File: src/rtl/gelato_types.sv
// Shared GPU SM types.
//   NUM_WARPS       : default warps per SM
//   inst_t          : decoded instruction carried from instruction buffer to operand collector
//   warp_id_t       : warp index sized from NUM_WARPS
//   warpskd_state_e : warp scheduler output-register state
package gelato_types;

  localparam int unsigned NUM_WARPS = 8;
  localparam int unsigned WARP_ID_W = $clog2(NUM_WARPS);

  typedef struct packed {
    logic [7:0] opcode;
    logic [7:0] rd;
    logic [7:0] rs1;
    logic [7:0] rs2;
  } inst_t;

  typedef logic [WARP_ID_W-1:0] warp_id_t;

  typedef enum logic {
    EMPTY,
    HOLD
  } warpskd_state_e;

endpackage

File: src/rtl/gelato_rr_arbiter.sv
// Combinational rotating-priority arbiter.
// Grants the first requester at or after ptr, wrapping from N-1 back to 0.
// N must be a power of two so the index arithmetic wraps for free.
// Ports:
//   req       : request vector
//   ptr       : highest-priority index
//   gnt       : one-hot grant (zero when no request)
//   gnt_id    : binary index of the grant
//   gnt_valid : any request present
module gelato_rr_arbiter #(
  parameter int unsigned N = 8
) (
  input  logic [N-1:0]         req,
  input  logic [$clog2(N)-1:0] ptr,
  output logic [N-1:0]         gnt,
  output logic [$clog2(N)-1:0] gnt_id,
  output logic                 gnt_valid
);

  localparam int unsigned IdW = $clog2(N);

  logic [IdW-1:0] idx;

  always_comb begin
    gnt_id    = '0;
    gnt_valid = 1'b0;
    idx       = '0;
    // Scan from farthest to nearest offset so the nearest requester wins.
    for (int i = int'(N) - 1; i >= 0; i--) begin
      idx = ptr + IdW'(i);
      if (req[idx]) begin
        gnt_id    = idx;
        gnt_valid = 1'b1;
      end
    end
    gnt = '0;
    for (int j = 0; j < int'(N); j++) begin
      if (gnt_valid && (gnt_id == IdW'(j))) gnt[j] = 1'b1;
    end
  end

endmodule

File: src/rtl/gelato_warp_scheduler.sv
// Per-SM warp scheduler. Each cycle picks one eligible warp (active, head valid,
// scoreboard ready), pops its instruction-buffer head and loads the instruction into a
// single-entry output register that hands off to the operand collector.
// Optional macro GELATO_WARPSKD_GREEDY_EN: keep issuing from the last-issued warp while it
// stays eligible, otherwise fall back to round-robin.
// Ports:
//   clk, rst_n        : clock, synchronous active-low reset
//   warp_active/valid/ready : per-warp eligibility terms
//   warp_inst         : per-warp head instruction
//   warp_pop          : one-hot pop of the granted head (combinational)
//   issue_valid/inst/wid, issue_ready : output handshake to the operand collector
//   stall_cnt         : saturating count of cycles held with issue_ready low
module gelato_warp_scheduler
  import gelato_types::*;
#(
  parameter int unsigned NUM_WARPS = 8
) (
  input  logic                         clk,
  input  logic                         rst_n,
  input  logic [NUM_WARPS-1:0]         warp_active,
  input  logic [NUM_WARPS-1:0]         warp_valid,
  input  logic [NUM_WARPS-1:0]         warp_ready,
  input  inst_t [NUM_WARPS-1:0]        warp_inst,
  output logic [NUM_WARPS-1:0]         warp_pop,
  output logic                         issue_valid,
  output inst_t                        issue_inst,
  output logic [$clog2(NUM_WARPS)-1:0] issue_wid,
  input  logic                         issue_ready,
  output logic [31:0]                  stall_cnt
);

  localparam int unsigned WARP_ID_W = $clog2(NUM_WARPS);

  warpskd_state_e       state_q;
  inst_t                inst_q;
  logic [WARP_ID_W-1:0] wid_q;
  logic [WARP_ID_W-1:0] rr_ptr_q;
  logic [31:0]          stall_cnt_q;

  logic [NUM_WARPS-1:0] eligible;
  logic [NUM_WARPS-1:0] arb_gnt;
  logic [WARP_ID_W-1:0] arb_id;
  logic                 arb_valid;
  logic [NUM_WARPS-1:0] grant_oh;
  logic [WARP_ID_W-1:0] grant_id;
  logic                 grant_valid;
  logic                 load;

  assign eligible    = warp_active & warp_valid & warp_ready;
  assign issue_valid = (state_q == HOLD);
  // Output register is free when empty or being drained this cycle.
  assign load        = !issue_valid || issue_ready;

  gelato_rr_arbiter #(
    .N (NUM_WARPS)
  ) u_arb (
    .req       (eligible),
    .ptr       (rr_ptr_q),
    .gnt       (arb_gnt),
    .gnt_id    (arb_id),
    .gnt_valid (arb_valid)
  );

`ifdef GELATO_WARPSKD_GREEDY_EN
  logic [WARP_ID_W-1:0] last_wid_q;

  always_comb begin
    grant_valid = arb_valid;
    grant_id    = arb_id;
    grant_oh    = arb_gnt;
    if (eligible[last_wid_q]) begin
      grant_valid          = 1'b1;
      grant_id             = last_wid_q;
      grant_oh             = '0;
      grant_oh[last_wid_q] = 1'b1;
    end
  end
`else
  assign grant_valid = arb_valid;
  assign grant_id    = arb_id;
  assign grant_oh    = arb_gnt;
`endif

  // Gated by rst_n so nothing is popped while the register is being cleared.
  assign warp_pop = (rst_n && load && grant_valid) ? grant_oh : '0;

  always_ff @(posedge clk) begin
    if (!rst_n) begin
      state_q     <= EMPTY;
      inst_q      <= '0;
      wid_q       <= '0;
      rr_ptr_q    <= '0;
      stall_cnt_q <= '0;
`ifdef GELATO_WARPSKD_GREEDY_EN
      last_wid_q  <= '0;
`endif
    end else begin
      if (issue_valid && !issue_ready && (stall_cnt_q != '1)) begin
        stall_cnt_q <= stall_cnt_q + 32'd1;
      end
      if (load) begin
        if (grant_valid) begin
          state_q    <= HOLD;
          inst_q     <= warp_inst[grant_id];
          wid_q      <= grant_id;
          rr_ptr_q   <= grant_id + WARP_ID_W'(1);
`ifdef GELATO_WARPSKD_GREEDY_EN
          last_wid_q <= grant_id;
`endif
        end else begin
          state_q <= EMPTY;
        end
      end
    end
  end

  assign issue_inst = inst_q;
  assign issue_wid  = wid_q;
  assign stall_cnt  = stall_cnt_q;

endmodule

File: config.mk
export PLATFORM = sky130hd
export DESIGN_NAME = gelato_warp_scheduler
export DESIGN_NICKNAME = d
export VERILOG_FILES = /design/src/rtl/gelato_types.sv /design/src/rtl/gelato_rr_arbiter.sv /design/src/rtl/gelato_warp_scheduler.sv
export SDC_FILE = /design/constraint.sdc
export NUM_CORES = 1
export LEC_CHECK = 0
export CORE_MARGIN = 10
export CORE_UTILIZATION = 46
export CTS_BUF_LIST = sky130_fd_sc_hd__clkbuf_16
export DETAILED_ROUTE_END_ITERATION = 7
export PLACE_DENSITY = 0.95
export SYNTH_ARGS = -nofsm -noshare
export SYNTH_HDL_FRONTEND = slang
export SYNTH_SLANG_ARGS = --single-unit
File: constraint.sdc
create_clock -name clk -period 7.95 [get_ports clk]
set_clock_uncertainty 0.1 [all_clocks]
set_input_delay 0.795 -clock clk [delete_from_list [all_inputs] [get_ports clk]]
set_output_delay 0.795 -clock clk [all_outputs]
set_load 0.01 [all_outputs]
Word-level counts from Yosys, hierarchy flattened

Cells that the tools add are included.

Register bits: 71
Logic and storage cells: 97
Input port bits: 283
Output and inout bits: 76

Add/subtract/negate cells: 9
Bitwise gates (word level): 2
Reduce and logical (&&, ||, !) cells: 17
$lt $le $gt $ge: 9
Mux-type cells: 44
Eq/ne operators: 8

Operators by type and width:

| cell                                                                         | number |
|---|---|
| 32-bit binary-select mux with 3-bit select                                   | 1 |
| 3-bit by 4-bit less-than comparator with 1-bit output, second input constant | 9 |
| 32-bit by 1-bit adder with 32-bit output, second input constant              | 1 |
| 32-bit two-way mux                                                           | 1 |
| 32-bit inequality test, second input constant                                | 1 |
| 1-bit two-way mux                                                            | 25 |
| 1-bit binary-select mux with 3-bit select                                    | 8 |
| 3-bit two-way mux                                                            | 8 |
| 8-bit bitwise AND                                                            | 2 |
| 3-bit adder, second input constant                                           | 4 |
| 3-bit equality test, second input constant                                   | 4 |
| 1-bit logical AND                                                            | 12 |
| 8-bit two-way mux                                                            | 1 |
| 3-bit by 1-bit adder with 3-bit output, second input constant                | 2 |
| 3-bit by 2-bit adder with 3-bit output, second input constant                | 2 |
| 3-bit by 2-bit equality test with 1-bit output, second input constant        | 2 |
| 3-bit by 1-bit equality test with 1-bit output, second input constant        | 1 |
| 3-bit logical NOT                                                            | 1 |
| 1-bit logical NOT                                                            | 2 |
| 2-bit AND reduction                                                          | 1 |
| 1-bit logical OR                                                             | 1 |

Longest topological paths before layout

Gate-level depths: netlist of run 1.

Word-level depth: 16
Depth in mapped cells: 21
Depth with buffers taken out: 13

Modules after synthesis

From an unflattened synthesis of run 1, not the netlist that was laid out.

Cells, all modules: 579
Area, all modules: 5974.5 um^2

By module, submodules not included:

| module                | times used | area an instance (um^2) | seq. area each (um^2) | cells each |
|---|---|---|---|---|
| gelato_warp_scheduler | 1          | 4857.2                  | 1421.4                | 456 |
| gelato_rr_arbiter     | 1          | 1117.3                  | 0.0                   | 123 |

Worst setup path before layout of run 1

No wires, ideal clock.

Path kind: register -> output
From: register rr_ptr_q[0]
To: output port warp_pop[2]
Data required time: 7.055 ns
Arrival: 4.211 ns
Path slack: 2.844 ns
Buffers on the path: 7
Stages on the path, launching flop included: 18
Cells stage by stage: dfxtp_1 > buf_4 > clkinv_1 > buf_1 > clkbuf_1 > clkbuf_1 > ha_1 > buf_2 > inv_2 > mux2_2 > mux4_2 > o21ai_0 > a31oi_1 > o2bb2ai_1 > a41oi_2 > buf_2 > buf_2 > nor4_1

Cells in the longest elaborated chain, start to end: 15
Elaborated cells on any way between the ends: 44
Classes of those cells: add/sub: 7; eq/ne: 1; mux: 34; reduce/logical: 2

RTL lines:

| item                                           | RTL line                     | text |
|---|---|---|
| start, declared                                | gelato_warp_scheduler.sv:37  | `logic [WARP_ID_W-1:0] rr_ptr_q;` |
| start signal, assigned                         | gelato_warp_scheduler.sv:106 | `rr_ptr_q <= grant_id + WARP_ID_W'(1);` |
| 3-bit adder                                    | gelato_rr_arbiter.sv:30      | `idx = ptr + IdW'(i);` |
| 1-bit binary-select mux with 3-bit select      | gelato_rr_arbiter.sv:31      | `if (req[idx]) begin` |
| 1-bit two-way mux (not written as such)        | gelato_rr_arbiter.sv:31      |  |
| 3-bit two-way mux (8 in series)                | gelato_rr_arbiter.sv:31      |  |
| 3-bit by 2-bit equality test with 1-bit output | gelato_rr_arbiter.sv:38      | `if (gnt_valid && (gnt_id == IdW'(j))) gnt[j] = 1'b1;` |
| 1-bit logical AND                              | gelato_rr_arbiter.sv:38      |  |
| 1-bit two-way mux                              | gelato_rr_arbiter.sv:38      |  |
| 8-bit two-way mux *                            | gelato_warp_scheduler.sv:85  | `assign warp_pop = (rst_n && load && grant_valid) ? grant_oh : '0;` |
| end, declared                                  | gelato_warp_scheduler.sv:24  | `output logic [NUM_WARPS-1:0] warp_pop,` |

Mark *: on every way between the ends. The rest lies on a longest branch, timed or not. The select of a mux whose other input is x is not followed.

Final worst setup path of run 1

From: register rr_ptr_q[1]
To: output port warp_pop[4]

Cells in the longest elaborated chain, start to end: 15
Elaborated cells on any way between the ends: 44
Classes of those cells: add/sub: 7; eq/ne: 1; mux: 34; reduce/logical: 2

RTL lines:

| item                                      | RTL line |
|---|---|
| 3-bit adder                               | gelato_rr_arbiter.sv:30 |
| 1-bit binary-select mux with 3-bit select | gelato_rr_arbiter.sv:31 |
| 1-bit two-way mux (not written as such)   | gelato_rr_arbiter.sv:31 |
| 3-bit two-way mux (8 in series)           | gelato_rr_arbiter.sv:31 |
| 3-bit equality test                       | gelato_rr_arbiter.sv:38 |
| 1-bit logical AND                         | gelato_rr_arbiter.sv:38 |
| 1-bit two-way mux                         | gelato_rr_arbiter.sv:38 |
| 8-bit two-way mux *                       | gelato_warp_scheduler.sv:85 |

Marked as above.

==> run_results.csv, run 1 <==
group,metric,value,unit
cts,h-tree-depth,3,
layout,final_cell_mix,"clkdlybuf4s50_1 (358), nand2_1 (145), a21oi_1 (105)",
synthesis,synth_edf_count,0,
sta,fin_crit_sh,73.2,%
global_routing,grt_pass1_vias,9464,
sta,setup_tns,0,ns
critical_path,crit_path_max_fanout,16,
critical_path,worst_r2r_endpoint,"issue_inst[19]",
cts,clock_sinks,71,
synthesis,syn_area_per_cell,7.55,um^2
critical_path,endpoint_kind,"output pin",
critical_path,reg2reg_depth,12,
routing,dr.first_iter.drc_count,1114,
floorplan,die_x,148,um
critical_path,path_cells,"inv_2 > ha_1 > inv_2 > a21boi_0 > mux2i_1 > a222oi_1 > a211oi_1 > o21ai_0 > a211o_1 > nand4_1 > nor2_1 > clkdlybuf4s50_1",
cts,cts.path.max_buffers,2,
critical_path,r2r-start,"rr_ptr_q[0]",
min_path,hold-path-endpoint,"issue_inst[16]",
layout,final_common_cell,"clkdlybuf4s50_1",
critical_path,critPathMaxStageDelay,0.71,ns
sta,slew_violations,0,
layout,design_area,11300,um^2
floorplan,die_h,148,um
layout,drive_above_1_share,5.93,%
routing,wire_per_inst,25.1,um
synthesis,syn_nets,1283,
cts,clk_latency,0.35,ns
global_routing,grt.overflow.total,0,
power,ir_drop,487,uV
critical_path,startpoint_type,"flip-flop",
placed_design,portBuffers,358,
layout,layout.nets,1564,
min_path,hold_path_startpoint,"issue_inst[16]",
routing,drtAntennaViolNets,0,
cts,cts_hold_buf,0,
critical_path,crit_top_cell,"inv_2",
synthesis,netlist_area,7520,um^2
routing,vias,10100,
critical_path,worstSetupStartpoint,"rr_ptr_q[1]",
power,power_leakage,0.00407,uW
min_path,hp-class,"flip-flop to flip-flop",
cts,cts_root_buf,"clkbuf_16",
global_routing,track_usage,32.0,%
min_path,holdPathStages,1,
global_routing,grt_antenna_before_repair,2,
sta,fmax,172,MHz
placed_design,dpl.hpwl,28500,um
sta,relSlewSlack,19.9,%
routing,dr.pass1.iters,6,
power,power,4880,uW
critical_path,required,7.05,ns
sta,rsz0062_at_grt,"no",
sta,worst_slack,2.13,ns
critical_path,rrSetupSlack,2.75,ns
sta,holdWs,0.389,ns
global_routing,grt_max_degree,107,
run,cap_violations,0,
cts,clk_pin_slew,0.06,ns
sta,tightest_slew,1.20,ns
synthesis,yosysUniqueCellTypes,74,
floorplan,row_count,46,
routing,drc_errors,0,
global_routing,grt_pass1_wl,56200,um
status,status,"finished, final reports clean",
power,power_density,431,nW/um^2
synthesis,ys_seq_elements,71,
sta,setup_viol,0,
critical_path,critPathSlowestCell,"ha_1",
sta,hold_viol_final,0,
critical_path,arrival,4.92,ns
placed_design,gp_congestion,0.970,
floorplan,fp.coreArea,15900,um^2
floorplan,start_util,47.2,%
synthesis,seq_area_frac_synth,18.9,%
placed_design,place_area,11000,um^2
synthesis,ys_warn_count,0,
cts,cts_resized,0,
routing,routed_wl,37600,um
routing,via_per_inst,6.71,
cts,cts_tree,"built",
cts,numCtsBuffers,9,
synthesis,async_flop_share,0,%
layout,area_growth,50.5,%
cts,post_cts.repair.setup_buffers,0,
sta,fin_crit,5.82,ns
floorplan,io_pins,359,
synthesis,synth_flop_cell,"dfxtp_1",
critical_path,worstSetupPathType,"flip-flop to output pin",
floorplan,fp.dieArea,21900,um^2
placed_design,dp_worst_setup_slack,2.49,ns
synthesis,synthesis.instances,996,
## sequential cells by signal (all words and copies together), names as in the netlist
| signal | cells |
|---|---|
| issue_wid | 3 |
| stall_cnt | 32 |
| issue_valid | 1 |
| issue_inst | 32 |
| rr_ptr_q | 3 |
## worst max-delay path by stage
| stage | to | slack [ns] |
|---|---|---|
| 3_5_place_dp | warp_pop[4] | 2.49 |
| 4_1_cts | warp_pop[4] | 2.24 |
| 2_1_floorplan | warp_pop[2] | 2.84 |
| 5_1_grt | warp_pop[4] | 1.77 |
| 3_3_place_gp | warp_pop[0] | 2.49 |
| 6_report | warp_pop[4] | 2.13 |
## worst max-delay path: cells and delay by family, from the launching register on
family	cells	cell delay (ns)
AO/OA/AOI/OAI	5	1.37
adder cells (fa/ha/maj)	1	0.71
buffers and inverters	3	0.96
flip-flops	1	0.34
multiplexers	1	0.24
AND/OR/NAND/NOR	2	0.95
## layout make-up
type	count	area, um^2
antenna	2	5.00
clock buffer	9	225
clock inverter	7	71.3
fill	1255	4620
inverter	7	27.5
multi-input combinational	812	5590
sequential	71	1420
tap	216	270
timing repair buffer	376	3720
## logic make-up (layout without fill, tap and decap cells)
| group | count (synthesis) | count (layout) | synth area share, % |
|---|---|---|---|
| XOR/XNOR | 33 | 33 | 3.84 |
| buffers and inverters | 113 | 399 | 7.48 |
| other | 0 | 2 | 0 |
| multiplexers | 38 | 38 | 7.20 |
| AND/OR/NAND/NOR | 314 | 314 | 19.5 |
| AO/OA/AOI/OAI | 423 | 423 | 42.4 |
| adder cells (fa/ha/maj) | 4 | 4 | 0.665 |
| flip-flops | 71 | 71 | 18.9 |
## synth_stat cells, types with 12 or more instances
cell type  number  area, um^2
o221a_1        29         327
dfxtp_1        71        1420
nand4_1        19         119
a21o_1         34         255
mux2i_1        20         200
nor2_1         43         161
a311oi_1       31         272
mux4_2         12         270
nand2_1       145         544
a221o_1        31         310
clkbuf_1       43         161
nor3_1         36         180
buf_2          42         210
o21ai_0        16        80.1
xor2_1         22         193
nand3_1        20         100
o22ai_1        64         400
a21oi_1       106         531
o221ai_1       65         569
## power breakdown
group	leakage [uW]	switching [uW]	internal, uW
Combinational	0.00335	2480	1490
Clock	0.000144	178	244
Sequential	0.000580	45.6	436
Total	0.00407	2710	2170
## per-layer routing
metal / routed length (um) / up-vias / global-route usage [%]
li1: - / 4535 / -
met1: 14400 / 4706 / 39.9
met2: 17100 / 720 / 49.8
met3: 4630 / 109 / 9.95
met4: 1460 / 0 / 13.5
met5: 0 / - / 0
## per-stage QoR
stage | util, % | instances
after floorplan | - | 996
after global placement | 69.1 | 1482
after detailed placement | 69.1 | 1482
after CTS | 71.0 | 1498
after global routing | 71.0 | 1500
final | 71.0 | 1500
(Power assumes the default switching activity.)
==> inputs of run 2 (changes only) <==
Settings changed: CORE_UTILIZATION 46 to 38, PLACE_DENSITY 0.95 to 0.88.
Clock period 7.95 ns to 4.7 ns, I/O delays scaled along.
==> run_results.csv, run 2 (same netlist as run 1, synthesis figures left out) <==
group,metric,value,unit
routing,dr.pass1.iters,6,
critical_path,rrSetupSlack,0.30,ns
min_path,hold_path_startpoint,"issue_inst[31]",
global_routing,grt_antenna_before_repair,6,
layout,drive_above_1_share,7.85,%
sta,fin_crit,4.57,ns
power,pwr-share-seq,9.7,%
sta,relSlewSlack,19.4,%
placed_design,gp_congestion,0.917,
sta,slew_violations,0,
cts,clock_sinks,71,
sta,fmax,219,MHz
floorplan,row_count,51,
power,power_frac_clock,8.1,%
routing,routed_wl,37600,um
critical_path,reg2reg_depth,12,
power,power_density,727,nW/um^2
power,p_sw,4560,uW
routing,drc_errors,0,
sta,fin_crit_sh,97.2,%
critical_path,required,4.13,ns
cts,cts_hold_buf,0,
power,switching_share,54.0,%
critical_path,arrival,4.00,ns
floorplan,fp.dieArea,25800,um^2
floorplan,die_x,161,um
sta,rsz0062_at_grt,"yes",
layout,final_util,59.6,%
cts,h-tree-depth,3,
power,power_leakage,0.00418,uW
sta,hold_viol_final,0,
sta,holdWs,0.379,ns
power,ir_drop,806,uV
sta,worst_slack,0.132,ns
routing,vias,9961,
layout,final_common_cell,"clkdlybuf4s50_1",
global_routing,grt.overflow.total,0,
critical_path,startpoint_type,"input pin",
global_routing,grt_pass1_vias,9387,
sta,setup_viol,0,
layout,design_area,11600,um^2
sta,tightest_slew,1.21,ns
critical_path,worst_r2r_endpoint,"issue_inst[26]",
cts,cts_root_buf,"clkbuf_16",
min_path,hold-path-endpoint,"issue_inst[31]",
placed_design,place_area,11200,um^2
floorplan,start_util,38.7,%
critical_path,endpoint_kind,"output pin",
layout,num-fill-cells,1713,
run,cap_violations,0,
layout,area_growth,54.2,%
cts,cts.path.max_buffers,2,
layout,final_cell_mix,"clkdlybuf4s50_1 (358), nand2_1 (145), a21oi_1 (105)",
cts,numCtsBuffers,9,
status,status,"finished, final reports clean",
routing,via_per_inst,6.36,
layout,layout.nets,1581,
floorplan,fp.coreArea,19500,um^2
power,power,8440,uW
floorplan,io_pins,359,
power,pwr-share-comb,82.2,%
floorplan,die_h,161,um
placed_design,dpl.hpwl,28700,um
critical_path,crit_path_max_fanout,6,
cts,clk_pin_slew,0.06,ns
routing,dr.first_iter.drc_count,1059,
placed_design,dp_worst_setup_slack,0.0511,ns
cts,clk_latency,0.34,ns
min_path,holdPathStages,2,
global_routing,grt_max_degree,107,
critical_path,r2r-start,"rr_ptr_q[0]",
critical_path,worstSetupPathType,"input pin to output pin",
global_routing,track_usage,26.9,%
global_routing,grt_pass1_wl,56400,um
routing,wire_per_inst,24.0,um
placed_design,portBuffers,358,
min_path,hp-class,"flip-flop to flip-flop",
power,p_int,3880,uW
cts,cts_tree,"built",
routing,drtAntennaViolNets,0,
run 2: critical path, cell delays in order:
cell             delay [ns]
clkdlybuf4s50_1        0.50
nand3_1                0.20
mux2_4                 0.34
mux2i_1                0.30
buf_4                  0.20
a221oi_1               0.07
a21oi_1                0.24
o21ai_1                0.13
a211o_1                0.33
and2_2                 0.25
nor4_1                 0.35
clkdlybuf4s50_1        0.62
run 2: routing by layer:
metal / part of all wire, % / vias to the layer above / global-route usage, %
met2: 46 / 574 / 43.5
li1: - / 4569 / -
met5: 0.090 / - / 0
met1: 40 / 4718 / 33.6
met4: 3.2 / 8 / 8.44
met3: 10 / 92 / 8.23
run 2: timing repair:
action	CTS	global route
gates resized for setup	5	13
buffers inserted	1	0
setup endpoints to repair	6	8
endpoints found under the hold margin	0	0
pin swaps	0	2
run 2: through the flow:
step,cells,TNS [ns]
3_3_place_gp,1547,0
3_5_place_dp,1547,0
6_report,1566,0
5_1_grt,1565,-0.00491
2_1_floorplan,996,0
4_1_cts,1564,0
run 2: worst max path at each step:
stage,startpoint,to,slack [ns],depth (start not counted)
floorplan,rr_ptr_q[0],warp_pop[2],0.06,17
CTS,rr_ptr_q[0],warp_pop[3],0.04,12
global placement,warp_ready[0],warp_pop[2],0.08,11
finish,warp_ready[3],warp_pop[3],0.13,12
global route,rr_ptr_q[0],warp_pop[7],-0.002,13
detailed placement,warp_ready[5],issue_inst[26],0.05,12
run 2: layout make-up:
cell class              instances  area (um^2)  area share (%)
clock buffers                   9          225            1.94
flip-flops and latches         71         1420            12.3
well taps                     265          332            2.86
repair buffers                393         3880            33.5
inverters                       7         27.5           0.237
multi-input cells             812         5640            48.6
diodes                          2         5.00          0.0431
clock inverters                 7         65.1           0.561
run 2: power groups by stage:
| stage | logic [uW] | clock network (uW) | registers (uW) |
|---|---|---|---|
| 3_3_place_gp | 6670 | 0 | 822 |
| 4_1_cts | 6800 | 695 | 813 |
| 5_1_grt | 7480 | 720 | 828 |
| 3_5_place_dp | 6760 | 0 | 825 |
| 6_report | 6940 | 683 | 816 |
| 2_1_floorplan | 4820 | 0 | 850 |
==> inputs of run 3 (changes only) <==
Settings changed: CAP_MARGIN set to 20.
==> run_results.csv, run 3 (same netlist as run 1, synthesis figures left out) <==
group,metric,value,unit
min_path,hold-path-endpoint,"issue_inst[31]",
global_routing,grt_pass1_wl,56400,um
sta,fin_crit_sh,97.4,%
min_path,holdPathStages,2,
floorplan,fp.dieArea,25800,um^2
cts,clk_pin_slew,0.06,ns
layout,design_area,11600,um^2
global_routing,track_usage,26.9,%
cts,clock_sinks,71,
layout,num-fill-cells,1712,
floorplan,die_x,161,um
floorplan,die_h,161,um
critical_path,startpoint_type,"input pin",
layout,drive_above_1_share,7.92,%
global_routing,grt_pass1_vias,9387,
placed_design,gp_congestion,0.917,
critical_path,crit_path_max_fanout,6,
global_routing,grt_max_degree,107,
critical_path,arrival,4.01,ns
placed_design,portBuffers,358,
sta,slew_violations,0,
power,ir_drop,811,uV
cts,cts.path.max_buffers,2,
sta,fmax,219,MHz
sta,relSlewSlack,37.3,%
critical_path,worst_r2r_endpoint,"issue_inst[26]",
min_path,hp-class,"flip-flop to flip-flop",
critical_path,critPathMaxStageDelay,0.62,ns
routing,vias,9962,
layout,layout.nets,1582,
routing,drtAntennaViolNets,0,
routing,dr.first_iter.drc_count,1187,
sta,holdWs,0.381,ns
placed_design,place_area,11200,um^2
sta,hold_viol_final,0,
floorplan,row_count,51,
cts,cts_tree,"built",
critical_path,rrSetupSlack,0.30,ns
power,power_leakage,0.00419,uW
cts,numCtsBuffers,9,
layout,area_growth,54.5,%
run,cap_violations,0,
cts,clk_latency,0.34,ns
cts,cts_root_buf,"clkbuf_16",
layout,final_cell_mix,"clkdlybuf4s50_1 (358), nand2_1 (145), a21oi_1 (105)",
sta,setup_tns,0,ns
critical_path,required,4.13,ns
status,status,"finished, final reports clean",
routing,drc_errors,0,
sta,setup_viol,0,
critical_path,path_cells,"clkdlybuf4s50_1 > nand3_1 > mux2_4 > mux2i_1 > buf_4 > a221oi_1 > a21oi_1 > o21ai_1 > a211o_1 > and2_2 > nor4_1 > clkdlybuf4s50_1",
critical_path,critPathBufInv,3,
sta,fin_crit,4.58,ns
sta,rsz0062_at_grt,"yes",
routing,routed_wl,37700,um
floorplan,start_util,38.7,%
cts,cts_hold_buf,0,
layout,final_common_cell,"clkdlybuf4s50_1",
critical_path,endpoint_kind,"output pin",
critical_path,crit_top_cell,"clkdlybuf4s50_1",
power,power_density,730,nW/um^2
floorplan,fp.coreArea,19500,um^2
routing,via_per_inst,6.35,
critical_path,critPathTopFamily,"buffers and inverters",
cts,h-tree-depth,3,
sta,tightest_slew,0.941,ns
sta,worst_slack,0.124,ns
critical_path,reg2reg_depth,12,
routing,wire_per_inst,24.1,um
global_routing,grt.overflow.total,0,
placed_design,dp_worst_setup_slack,0.0511,ns
critical_path,critPathSlowestCell,"clkdlybuf4s50_1",
global_routing,grt_antenna_before_repair,6,
critical_path,worstSetupPathType,"input pin to output pin",
critical_path,worstSetupStartpoint,"warp_ready[3]",
placed_design,dpl.hpwl,28700,um
routing,dr.pass1.iters,6,
min_path,hold_path_startpoint,"issue_inst[31]",
floorplan,io_pins,359,
critical_path,r2r-start,"rr_ptr_q[0]",
==> run 3: changes by cell type in the layout (fill, tap and decap cells not counted) <==
cell,delta
buf_12,+1
diode_2,+1
==> run 3: stage by stage <==
step	utilization, %	std cells	total power [uW]
final	59.7	1568	8480
after floorplan	-	996	5670
after detailed placement	57.7	1547	7590
after global routing	59.7	1566	9070
after CTS	59.3	1564	8310
after global placement	57.7	1547	7500
==> run 3: worst max path at each step <==
stage / slack [ns] / cells past startpoint / endpoint
5_1_grt: -0.002 / 13 / warp_pop[7]
6_report: 0.12 / 12 / warp_pop[3]
3_3_place_gp: 0.08 / 11 / warp_pop[2]
3_5_place_dp: 0.05 / 12 / issue_inst[26]
4_1_cts: 0.04 / 12 / warp_pop[3]
2_1_floorplan: 0.06 / 17 / warp_pop[2]
==> run 3: power breakdown <==
part / leakage (uW) / internal [uW] / switching [uW]
Sequential: 0.000581 / 738 / 78.3
Combinational: 0.00346 / 2760 / 4220
Clock: 0.000148 / 407 / 281
Total: 0.00419 / 3910 / 4570
==> run 3: what timing repair did <==
item | in CTS | in global routing
pin swaps | 0 | 2
buffers inserted | 1 | 0
endpoints found under the hold margin | 0 | 0
resized for setup | 5 | 13
setup endpoints to repair | 6 | 8
==> run 3: area by class of cell <==
cell class	instances	area, um^2	area share [%]
Tap cell	265	332	2.85
Inverter	7	27.5	0.237
Clock buffer	9	225	1.94
Timing Repair Buffer	394	3900	33.6
Antenna cell	3	7.51	0.0646
Clock inverter	7	65.1	0.560
Multi-Input combinational cell	812	5640	48.5
Sequential cell	71	1420	12.2
==> run 3: per-layer routing <==
layer | global-route usage [%] | share of wire [%] | up-vias
li1 | - | - | 4563
met5 | 0 | 0.10 | -
met2 | 43.5 | 46 | 583
met3 | 8.23 | 11 | 87
met1 | 33.6 | 40 | 4721
met4 | 8.44 | 3.0 | 8
==> run 3: tightest hold or removal path, delay by kind of cell, from the launching register on <==
kind,cells,cell delay [ns]
flip-flops,1,0.33
AO/OA/AOI/OAI,2,0.12
